## config.mk

```make
export PLATFORM = sky130hd
export DESIGN_NAME = spi_bit_counter_flat
export DESIGN_NICKNAME = d
export VERILOG_FILES = /design/src/rtl/spi_bit_counter_if.sv /design/src/rtl/spi_bit_counter.sv /design/src/flat_wrapper.sv
export SDC_FILE = /design/constraint.sdc
export NUM_CORES = 1
export LEC_CHECK = 0
export ABC_CLOCK_PERIOD_IN_PS = 5700
export CAP_MARGIN = 25
export CORE_MARGIN = 2
export CORE_UTILIZATION = 40
export DETAILED_ROUTE_END_ITERATION = 8
export MAX_ROUTING_LAYER = met4
export PLACE_DENSITY = 0.75
export SLEW_MARGIN = 20
export SYNTH_ARGS = -nofsm -noshare
export SYNTH_HDL_FRONTEND = slang
export SYNTH_SLANG_ARGS = --single-unit
```

## constraint.sdc

```tcl
create_clock -name clk_i -period 5.7 [get_ports clk_i]
set_clock_uncertainty 0.2 [all_clocks]
set_input_delay 1.14 -clock clk_i [delete_from_list [all_inputs] [get_ports clk_i]]
set_output_delay 1.14 -clock clk_i [all_outputs]
set_load 0.01 [all_outputs]
```

## src/rtl/spi_bit_counter_if.sv

```systemverilog
// Command/status bundle between an SPI read/write FSM (master) and its
// bit/cycle counter (slave).
interface spi_bit_counter_if #(
  parameter int WIDTH = 5
);
  // No valid/ready: the FSM presents a command every clk cycle and HOLD is the idle code.
  // Status outputs are valid every cycle.
  logic [2:0]       cmd_i;
  logic [WIDTH-1:0] load_i;
  logic [WIDTH-1:0] tc_i;
  logic             tc_we_i;
  logic [WIDTH-1:0] cnt_o;
  logic             flag_o;
  logic             zero_o;
  logic             done_o;

  modport master (
    output cmd_i, load_i, tc_i, tc_we_i,
    input  cnt_o, flag_o, zero_o, done_o
  );

  modport slave (
    input  cmd_i, load_i, tc_i, tc_we_i,
    output cnt_o, flag_o, zero_o, done_o
  );
endinterface

```

## src/rtl/spi_bit_counter.sv

```systemverilog
// Programmable up/down bit counter with load, optional auto-reload and
// terminal/zero/done status for the SPI engine FSMs.
module spi_bit_counter #(
  parameter int WIDTH       = 5,
  parameter int TC_DEFAULT  = 25,
  parameter bit AUTO_RELOAD = 1'b0
) (
  input  logic               clk_i,
  input  logic               rst_i,
  spi_bit_counter_if.slave   bus
);

  localparam logic [2:0] CMD_HOLD  = 3'b000;
  localparam logic [2:0] CMD_CLEAR = 3'b001;
  localparam logic [2:0] CMD_INC   = 3'b010;
  localparam logic [2:0] CMD_DEC   = 3'b011;
  localparam logic [2:0] CMD_LOAD  = 3'b100;

  localparam logic [WIDTH-1:0] TC_RESET = WIDTH'(TC_DEFAULT);
  localparam logic [WIDTH-1:0] ONE      = WIDTH'(1);
  localparam logic [WIDTH-1:0] ZERO     = '0;

  logic [WIDTH-1:0] cnt_q;
  logic [WIDTH-1:0] tc_q;
  logic             done_q;
  logic [WIDTH-1:0] cnt_d;
  logic             done_d;
  logic             at_tc;
  logic             at_zero;

  assign at_tc   = (cnt_q == tc_q);
  assign at_zero = (cnt_q == ZERO);

  // Next count is decided against the current tc_q, even when tc is being rewritten this cycle.
  always_comb begin
    cnt_d = cnt_q;
    case (bus.cmd_i)
      CMD_CLEAR: cnt_d = ZERO;
      CMD_LOAD:  cnt_d = bus.load_i;
      CMD_INC: begin
        if (at_tc) cnt_d = AUTO_RELOAD ? ZERO : tc_q;
        else       cnt_d = cnt_q + ONE;
      end
      CMD_DEC: begin
        if (at_zero) cnt_d = AUTO_RELOAD ? tc_q : ZERO;
        else         cnt_d = cnt_q - ONE;
      end
      default:   cnt_d = cnt_q;
    endcase
  end

  // done only marks an INC arriving at tc, never sitting on it or arriving by LOAD/DEC.
  always_comb begin
    done_d = (bus.cmd_i == CMD_INC) && (cnt_d == tc_q) && !at_tc;
  end

  always_ff @(posedge clk_i) begin
    if (rst_i) begin
      cnt_q  <= ZERO;
      tc_q   <= TC_RESET;
      done_q <= 1'b0;
    end else begin
      cnt_q  <= cnt_d;
      done_q <= done_d;
      if (bus.tc_we_i) tc_q <= bus.tc_i;
    end
  end

  assign bus.cnt_o  = cnt_q;
  assign bus.flag_o = at_tc;
  assign bus.zero_o = at_zero;
  assign bus.done_o = done_q;

endmodule

```

## src/flat_wrapper.sv

```systemverilog
// flat-port wrapper written by rule: the top's interface ports become plain ports
module spi_bit_counter_flat 
#(
  parameter int WIDTH       = 5,
  parameter int TC_DEFAULT  = 25,
  parameter bit AUTO_RELOAD = 1'b0
)
  (clk_i, rst_i, bus_cmd_i, bus_load_i, bus_tc_i, bus_tc_we_i, bus_cnt_o, bus_flag_o, bus_zero_o, bus_done_o);
  spi_bit_counter_if #(.WIDTH(WIDTH)) bus_i ();
  input  logic clk_i;
  input  logic rst_i;
  input wire logic [$bits(bus_i.cmd_i)-1:0] bus_cmd_i;
  input wire logic [$bits(bus_i.load_i)-1:0] bus_load_i;
  input wire logic [$bits(bus_i.tc_i)-1:0] bus_tc_i;
  input wire logic [$bits(bus_i.tc_we_i)-1:0] bus_tc_we_i;
  output wire logic [$bits(bus_i.cnt_o)-1:0] bus_cnt_o;
  output wire logic [$bits(bus_i.flag_o)-1:0] bus_flag_o;
  output wire logic [$bits(bus_i.zero_o)-1:0] bus_zero_o;
  output wire logic [$bits(bus_i.done_o)-1:0] bus_done_o;
  assign bus_i.cmd_i = bus_cmd_i;
  assign bus_i.load_i = bus_load_i;
  assign bus_i.tc_i = bus_tc_i;
  assign bus_i.tc_we_i = bus_tc_we_i;
  assign bus_cnt_o = bus_i.cnt_o;
  assign bus_flag_o = bus_i.flag_o;
  assign bus_zero_o = bus_i.zero_o;
  assign bus_done_o = bus_i.done_o;
  spi_bit_counter #(.WIDTH(WIDTH), .TC_DEFAULT(TC_DEFAULT), .AUTO_RELOAD(AUTO_RELOAD)) u_core (.clk_i(clk_i), .rst_i(rst_i), .bus(bus_i));
endmodule
```

Word level (Yosys, flattened, before mapping)

Cells that the tools add are included.

Register bits: 11
Word-level logic and storage cells: 18
Output and inout port bits: 8
Input port bits: 16

$add $sub $neg: 2
Mux-type cells: 3
Reduce and logical (&&, ||, !) cells: 4
Equal/unequal tests: 6

Operators with widths:

| cell                                                                | number |
|---|---|
| 5-bit one-hot mux with 4 select lines                               | 1 |
| 5-bit == test                                                       | 2 |
| 5-bit 2-to-1 mux                                                    | 2 |
| 3-bit by 2-bit == test with 1-bit output (second input constant)    | 2 |
| 5-bit by 1-bit adder with 5-bit output (second input constant)      | 1 |
| 5-bit zero test                                                     | 1 |
| 5-bit by 1-bit subtractor with 5-bit output (second input constant) | 1 |
| 3-bit by 1-bit == test with 1-bit output (second input constant)    | 1 |
| 3-bit == test (second input constant)                               | 1 |
| 1-bit logical AND                                                   | 2 |
| 1-bit zero test                                                     | 1 |

Longest topological paths before layout

Word-level depth: 6
Depth in mapped cells: 9
Depth with buffers taken out: 8

Least setup slack after synthesis

No wires, ideal clock.

Path type: input to register
Start point: in bus_cmd_i[0]
End point: reg u_core.done_q (netlist: u_core.bus.done_o)
Cell stages on the path: 7
Path slack: 2.984 ns
Required time: 5.397 ns
Buffers on the path: 1
Arrival time: 2.413 ns
Setup time: 0.103 ns
Cell sequence: buf_2 -> nor2_4 -> xor2_1 -> o311ai_0 -> a211oi_1 -> o2111ai_1 -> a2111oi_2

Cells in the longest elaborated chain, start to end: 5
Elaborated cells on any way between the ends: 8
Those cells by class: eq/ne (5); mux (1); reduce/logical (2)

RTL lines:

| what                                                             | RTL line              | source |
|---|---|---|
| start, declared                                                  | flat_wrapper.sv:12    | `input wire logic [$bits(bus_i.cmd_i)-1:0] bus_cmd_i;` |
| 3-bit by 2-bit == test with 1-bit output (tied with other cells) | spi_bit_counter.sv:37 | `case (bus.cmd_i)` |
| 5-bit one-hot mux with 4 select lines                            | spi_bit_counter.sv:37 |  |
| 5-bit == test                                                    | spi_bit_counter.sv:54 | `done_d = (bus.cmd_i == CMD_INC) && (cnt_d == tc_q) && !at_tc;` |
| 1-bit logical AND * (2 in a row)                                 | spi_bit_counter.sv:54 |  |
| end signal, assigned                                             | spi_bit_counter.sv:64 | `done_q <= done_d;` |
| end, declared                                                    | spi_bit_counter.sv:25 | `logic done_q;` |

Every way passes the cells marked *; elsewhere a longest branch is shown, timed or not.
A chain may end at the register's enable or synchronous reset.

Final worst setup path

Start point: reg u_core.cnt_q[2] (netlist: u_core.bus.cnt_o[2])
End point: out bus_flag_o

Cells in the longest elaborated chain, start to end: 1

RTL lines:

| what                   | RTL line              | source |
|---|---|---|
| start, declared        | spi_bit_counter.sv:23 | `logic [WIDTH-1:0] cnt_q;` |
| start signal, assigned | spi_bit_counter.sv:63 | `cnt_q <= cnt_d;` |
| 5-bit == test          | spi_bit_counter.sv:31 | `assign at_tc = (cnt_q == tc_q);` |
| end, declared          | flat_wrapper.sv:17    | `output wire logic [$bits(bus_i.flag_o)-1:0] bus_flag_o;` |

Every way passes these cells.

==> key figures <==
STA
  – Min Hold Slack: 0.414 ns
  – Pins Over Slew Limit: 0
  – Min cycle time layout: 3.67 ns
  – Final hold violation count: 0
  – Max_slew headroom: 0.619
  – Setup TNS: 0 ns
  – RSZ-0062 raised after global routing: no
  – Setup violations, final: 0
  – Tcrit/Tclk final: 0.644
  – Max frequency: 0.272 GHz
  – Least-Margin Pin Slew: roughly 0.57 ns

Place
  – RD Place Congestion: 0.892
  – Post-DP HPWL: around 2000 um
  – Port bufs: 23

Hold path
  – Hold EP: u_core.tc_q[1]$_SDFFE_PP0P_
  – Hold Path Class: flop to flop
  – Hold path start: u_core.tc_q[1]$_SDFFE_PP0P_
  – Cells on Worst Hold Path: 2

Clock tree
  – Clk slew on worst S/H paths: 0.09 ns
  – CTS sink cnt: 11
  – Hold buffer count at CTS: 0
  – Root Buffer: clkbuf_4
  – Setup Buffers After CTS: 0
  – Post-CTS sizing: 0
  – CTS Buffer Depth: 2
  – H-Tree Depth: 1
  – Worst-Skew Late Latency: 0.28 ns
  – CTS tree: done
  – Num CTS Buffers: 3

Synthesis
  – Warnings from Yosys: 0
  – Synth cell count leaders: nand2_1 (13), nor2_1 (12), dfxtp_1 (11)
  – Synth Area in XOR/XNOR: 0.0959
  – Mapped Avg Cell Area: around 8 um2
  – Synth area leader: dfxtp_1
  – Synth top area cells: dfxtp_1 (21%), xor2_1 (5.7%), mux2i_1 (4.7%)
  – Post-synth top area share: 0.206
  – Seq/Total Area, Yosys: 0.206
  – Syn nets: 152
  – Post-synthesis mux area share: 0.0713
  – Synth Area in Simple Gates: 0.273
  – Largest family of logic cells by synthesized area: simple AND/OR/NAND/NOR gates
  – Async SR Flop Fraction: 0
  – Post-synth EDFFs: 0
  – Synth Instances: 134
  – Post-synthesis compound-gate area fraction: 0.241
  – Synthesized flop and latch total: 11
  – Yosys cell types: 47
  – Cell Area, Synth: 1070 um2
  – Ys flop type: dfxtp_1
  – Adder-cell share of the synthesized area: 0.0234
  – Leading cell type by number of instances after synthesis: nand2_1

Setup path
  – R2R Path Start: u_core.bus.cnt_o[0]$_SDFF_PP0_
  – Slowest CP cell: dfxtp_1
  – Reg2reg setup slack: 3.18 ns
  – CP Max Fanout: 11
  – Setup CP Type: flop to output port
  – CP peak stage delay: ~0.63 ns
  – CP cell instances: xor2_2 > nor4_4 > nand2b_2 > inv_4 > clkdlybuf4s50_1
  – Top delay family on crit path: buffers and inverters
  – Reg2reg path depth: 8
  – Arrival time worst endpoint: 2.33 ns
  – Critical path data required time: approximately 4.4 ns
  – CP Buf/Inv Count: 2
  – Reg2reg end: u_core.bus.done_o$_SDFF_PP0_
  – Critical Path End Type: output port
  – Worst setup SP type: flop

Drt
  – Total number of vias: 1014
  – Drt pass-1 iters: 4
  – WL final: between 2000 and 3000 um
  – DRC: 0
  – Final ANT Viol Nets: 0
  – WL per Instance: 14.1 um
  – Vias per inst: 5.60
  – First DRT Iteration DRCs: 19

Outcome
  – Run status: complete, no violations

Floorplan
  – Core box area: 2500 um2
  – DIE AREA: 3100 um2
  – Die width: 55.7 um
  – Die extent in y: 55.7 um
  – Initial Utilization: 0.428
  – Num rows: 18
  – I/O Pins: 24

Power
  – P_leak: 0.483 nW
  – Peak supply drop: approximately 0.15 mV
  – Clock Power Share: 0.240
  – Combinational share of power: 0.363
  – Pwr dens: about 190 nW/um2
  – Switching share of power: 0.365
  – Pint: ~150 uW
  – Switching power total: 88.7 uW
  – Flop pwr share: 0.398

Finish
  – ANT cells: 0
  – Filler instances: 257
  – P&R area growth vs syn: 21.3%
  – Fin nets: 170
  – Layout cell share with drive strength beyond 1: 0.106

Global route
  – Global Route Usage Sum: 0.173
  – Largest net degree at the start of global routing: 16
  – Total grt overflow: 0
  – Initial antenna violation count: 0
  – Vias in the first global route: 931
  – First-pass GRT wire length: 4230 um

Flow run
  – Maxcap violations: 0
-- logic make-up after synthesis --
kind of cell	Yosys count
and+or+nand+nor	50
AOI/OAI and AO/OA	37
buffers and inverters	17
DFF	11
xor gates and xnor gates	10
muxes	7
adders and majority gates	2
-- per-stage QoR --
stage	instances	power [mW]	utilization	cell area (um2)	setup slack, ns
after floorplan	134	0.159	-	1070	2.98
after global placement	177	0.184	0.508	1270	2.14
after detailed placement	177	0.186	0.508	1270	2.14
after CTS	181	0.243	0.519	1300	2.04
after global routing	181	0.255	0.519	1300	1.91
final	181	0.243	0.519	1300	2.03
-- registers in the layout, summed over array words and instances, names as in the netlist --
signal / cells
u_core.tc_q: 5
u_core.bus.cnt_o: 5
u_core.bus.done_o: 1
-- power by group through the flow --
stage,clock network (mW),logic (mW),registers (mW)
2_1_floorplan,0,0.0675,0.0911
3_3_place_gp,0,0.0869,0.0974
3_5_place_dp,0,0.0880,0.0980
4_1_cts,0.0586,0.0884,0.0963
5_1_grt,0.0604,0.0967,0.0976
6_report,0.0582,0.0881,0.0965
-- worst reg2reg max path, delay by kind of cell, from the launching register on --
kind	cells	cell delay (ns)
flip-flops	1	0.58
adder cells (fa/ha/maj)	1	0.27
buffers and inverters	1	0.11
AND/OR/NAND/NOR	3	0.62
AO/OA/AOI/OAI	2	0.51
multiplexers	1	0.14
-- cell usage in the layout, fill, tap and decap left out, drive strengths merged, types with 2 or more instances in the layout --
| cell | count |
|---|---|
| clkdlybuf4s50 | 23 |
| nand2 | 13 |
| nor2 | 13 |
| dfxtp | 11 |
| xor2 | 9 |
| a21oi | 8 |
| o21ai | 7 |
| inv | 7 |
| nand2b | 6 |
| nor3 | 6 |
| mux2i | 5 |
| nor2b | 3 |
| a211o | 3 |
| a22oi | 3 |
| o211ai | 3 |
| clkbuf | 3 |
| nand3 | 2 |
| o31ai | 2 |
| ha | 2 |
| mux2 | 2 |
-- area by class of cell --
| cell class | instances | area (um2) | share of cell area |
|---|---|---|---|
| Clock inverter | 1 | 5.00 | 0.00386 |
| Multi-Input combinational cell | 106 | 753 | 0.581 |
| Clock buffer | 3 | 22.5 | 0.0174 |
| Timing Repair Buffer | 23 | 230 | 0.177 |
| Sequential cell | 11 | 220 | 0.170 |
| Tap cell | 30 | 37.5 | 0.0289 |
| Inverter | 7 | 28.8 | 0.0222 |
-- routing by layer --
layer,GRT usage,up-vias,routed length (um)
met4,0.0627,0,36
met3,0.0302,4,131
met1,0.233,470,1210
met2,0.257,28,1170
li1,-,512,-
met5,-,-,0
-- how the worst max path moves through the flow --
stage / to / slack (ns) / depth (start not counted) / start
5_1_grt: bus_flag_o / 1.91 / 5 / u_core.bus.cnt_o[2]$_SDFF_PP0_
6_report: bus_flag_o / 2.03 / 5 / u_core.bus.cnt_o[2]$_SDFF_PP0_
3_3_place_gp: u_core.bus.done_o$_SDFF_PP0_ / 2.14 / 7 / bus_cmd_i[0]
3_5_place_dp: u_core.bus.done_o$_SDFF_PP0_ / 2.14 / 7 / bus_cmd_i[0]
4_1_cts: bus_flag_o / 2.04 / 5 / u_core.bus.cnt_o[2]$_SDFF_PP0_
2_1_floorplan: u_core.bus.done_o$_SDFF_PP0_ / 2.98 / 7 / bus_cmd_i[0]
Note: power is estimated with default switching activity, not from simulation.
==> RTL edit (same flow settings) <==
`AUTO_RELOAD` is set to 1'b0 in 2 places; all go to 1'b1.
--- a/src/rtl/spi_bit_counter.sv
+++ b/src/rtl/spi_bit_counter.sv
@@ -3,7 +3,7 @@
 module spi_bit_counter #(
   parameter int WIDTH       = 5,
   parameter int TC_DEFAULT  = 25,
-  parameter bit AUTO_RELOAD = 1'b0
+  parameter bit AUTO_RELOAD = 1'b1
 ) (
   input  logic               clk_i,
   input  logic               rst_i,
--- a/src/flat_wrapper.sv
+++ b/src/flat_wrapper.sv
@@ -3,7 +3,7 @@
 #(
   parameter int WIDTH       = 5,
   parameter int TC_DEFAULT  = 25,
-  parameter bit AUTO_RELOAD = 1'b0
+  parameter bit AUTO_RELOAD = 1'b1
 )
   (clk_i, rst_i, bus_cmd_i, bus_load_i, bus_tc_i, bus_tc_we_i, bus_cnt_o, bus_flag_o, bus_zero_o, bus_done_o);
   spi_bit_counter_if #(.WIDTH(WIDTH)) bus_i ();
Formal check against the unedited RTL: not equivalent (a bounded check fails within 4 cycles, from zero or initial values and one cycle with rst_i high).
==> RTL edit against the unedited design <==
  * Setup slack improved by 130 ps
  * Power increased by 0.18%
  * Via count decreased by 3.2%
  * Synthesized cell count decreased by 4.5%
  * Sequential cell count unchanged
  * Wire length decreased by 3.1%
  * Design area decreased by 5.1%
  * Sequential share of layout area increased by 0.91 points
  * Synthesized area decreased by 6.4%
  * Largest cell class unchanged
==> RTL edit: results (changes against the unedited design) <==
status: "completed"
routabilityCongestion: 0.9370  # +5.0%
rrSetupSlack_ps: 2920  # -260 ps
route.met2.wl_microns: 1132  # -3.6%
dp_slack_ps: 2097  # -46.82 ps
drt_iter0_drc: 36  # +17
cpMaxStageDelayCell: "or4b_4"
stdcell_count: 176  # -2.8%
grt_util_met2_pct: 28.46  # +2.8 points
placed_area_sq_um: 1205  # -5.1%
track_usage_pct: 19.34  # +2.1 points
yosys-top-cells-count: "18 x nor2_1, 11 x dfxtp_1, 11 x nand2_1"
tightest_slew_ps: 787.3  # +217.7 ps
wl_microns: 2472  # -3.1%
grt_pass1_vias: 892  # -4.2%
grt_first_pass_wirelength_microns: 4029  # -4.7%
period_needed_ps: 3538  # -132.9 ps
hold_ws_ps: 369.2  # -45.22 ps
min_to: "u_core.tc_q[3]$_SDFFE_PP1P_"
area_growth_pct: 23.00
use_met3_pct: 4.167  # +1.1 points
critical_path.endpoint: "bus_zero_o"
path_max_fanout: 10  # -1
drive_gt1_share_pct: 8.219  # -2.4 points
nFillCells: 247  # -3.9%
synth_nets: 146  # -3.9%
clkTransAtPathRegs_ps: 70  # -20 ps
avgSynthCellArea_sq_um: 7.820  # -2.0%
wl_met1_microns: 1190  # -1.4%
p_leak_nw: 0.4794  # -0.75%
hpwl_microns: 1896  # -3.1%
nets: 165  # -2.9%
cp_slowest_stage_delay_ps: 570  # -60 ps
grt_max_degree: 12  # -4
cp.arrival_ps: 2200  # -130 ps
synth_area_leaders: "dfxtp_1 22%, nor2_1 6.8%, xor2_1 5.2%"
max-vdd-ir-drop_mv: 0.1125  # -27%
hp-start: "u_core.tc_q[3]$_SDFFE_PP1P_"
RTL edit: cell count changes in the layout (fill, tap and decap cells not counted), moves of 3 or more:
cell / before / now
a211o_1: 3 / 0
a21oi_1: 8 / 4
and3_1: 0 / 3
nor3_1: 5 / 1
xnor2_1: 1 / 4
a22oi_1: 3 / 0
nand2b_1: 5 / 0
nor2_1: 12 / 18
RTL edit: cells by family after synthesis:
| kind of cell | share of synthesized area [%] |
|---|---|
| XOR/XNOR | 8.750 |
| buffers and inverters | 8.999 |
| AND/OR/NAND/NOR | 28.62 |
| adder cells (fa/ha/maj) | 2.500 |
| multiplexers | 4.000 |
| flip-flops | 22.00 |
| AO/OA/AOI/OAI | 25.13 |
RTL edit: final cells by class:
type,instances,share of cell area (%)
multi-input cells,101,56.10
repair buffers,23,18.70
flip-flops and latches,11,17.89
well taps,30,3.049
clock buffers,4,2.134
inverters,7,2.134
RTL edit: report_power, final:
part           internal [mW]  switching, mW
logic                 0.0480         0.0467
registers             0.0825         0.0121
clock network         0.0271         0.0268
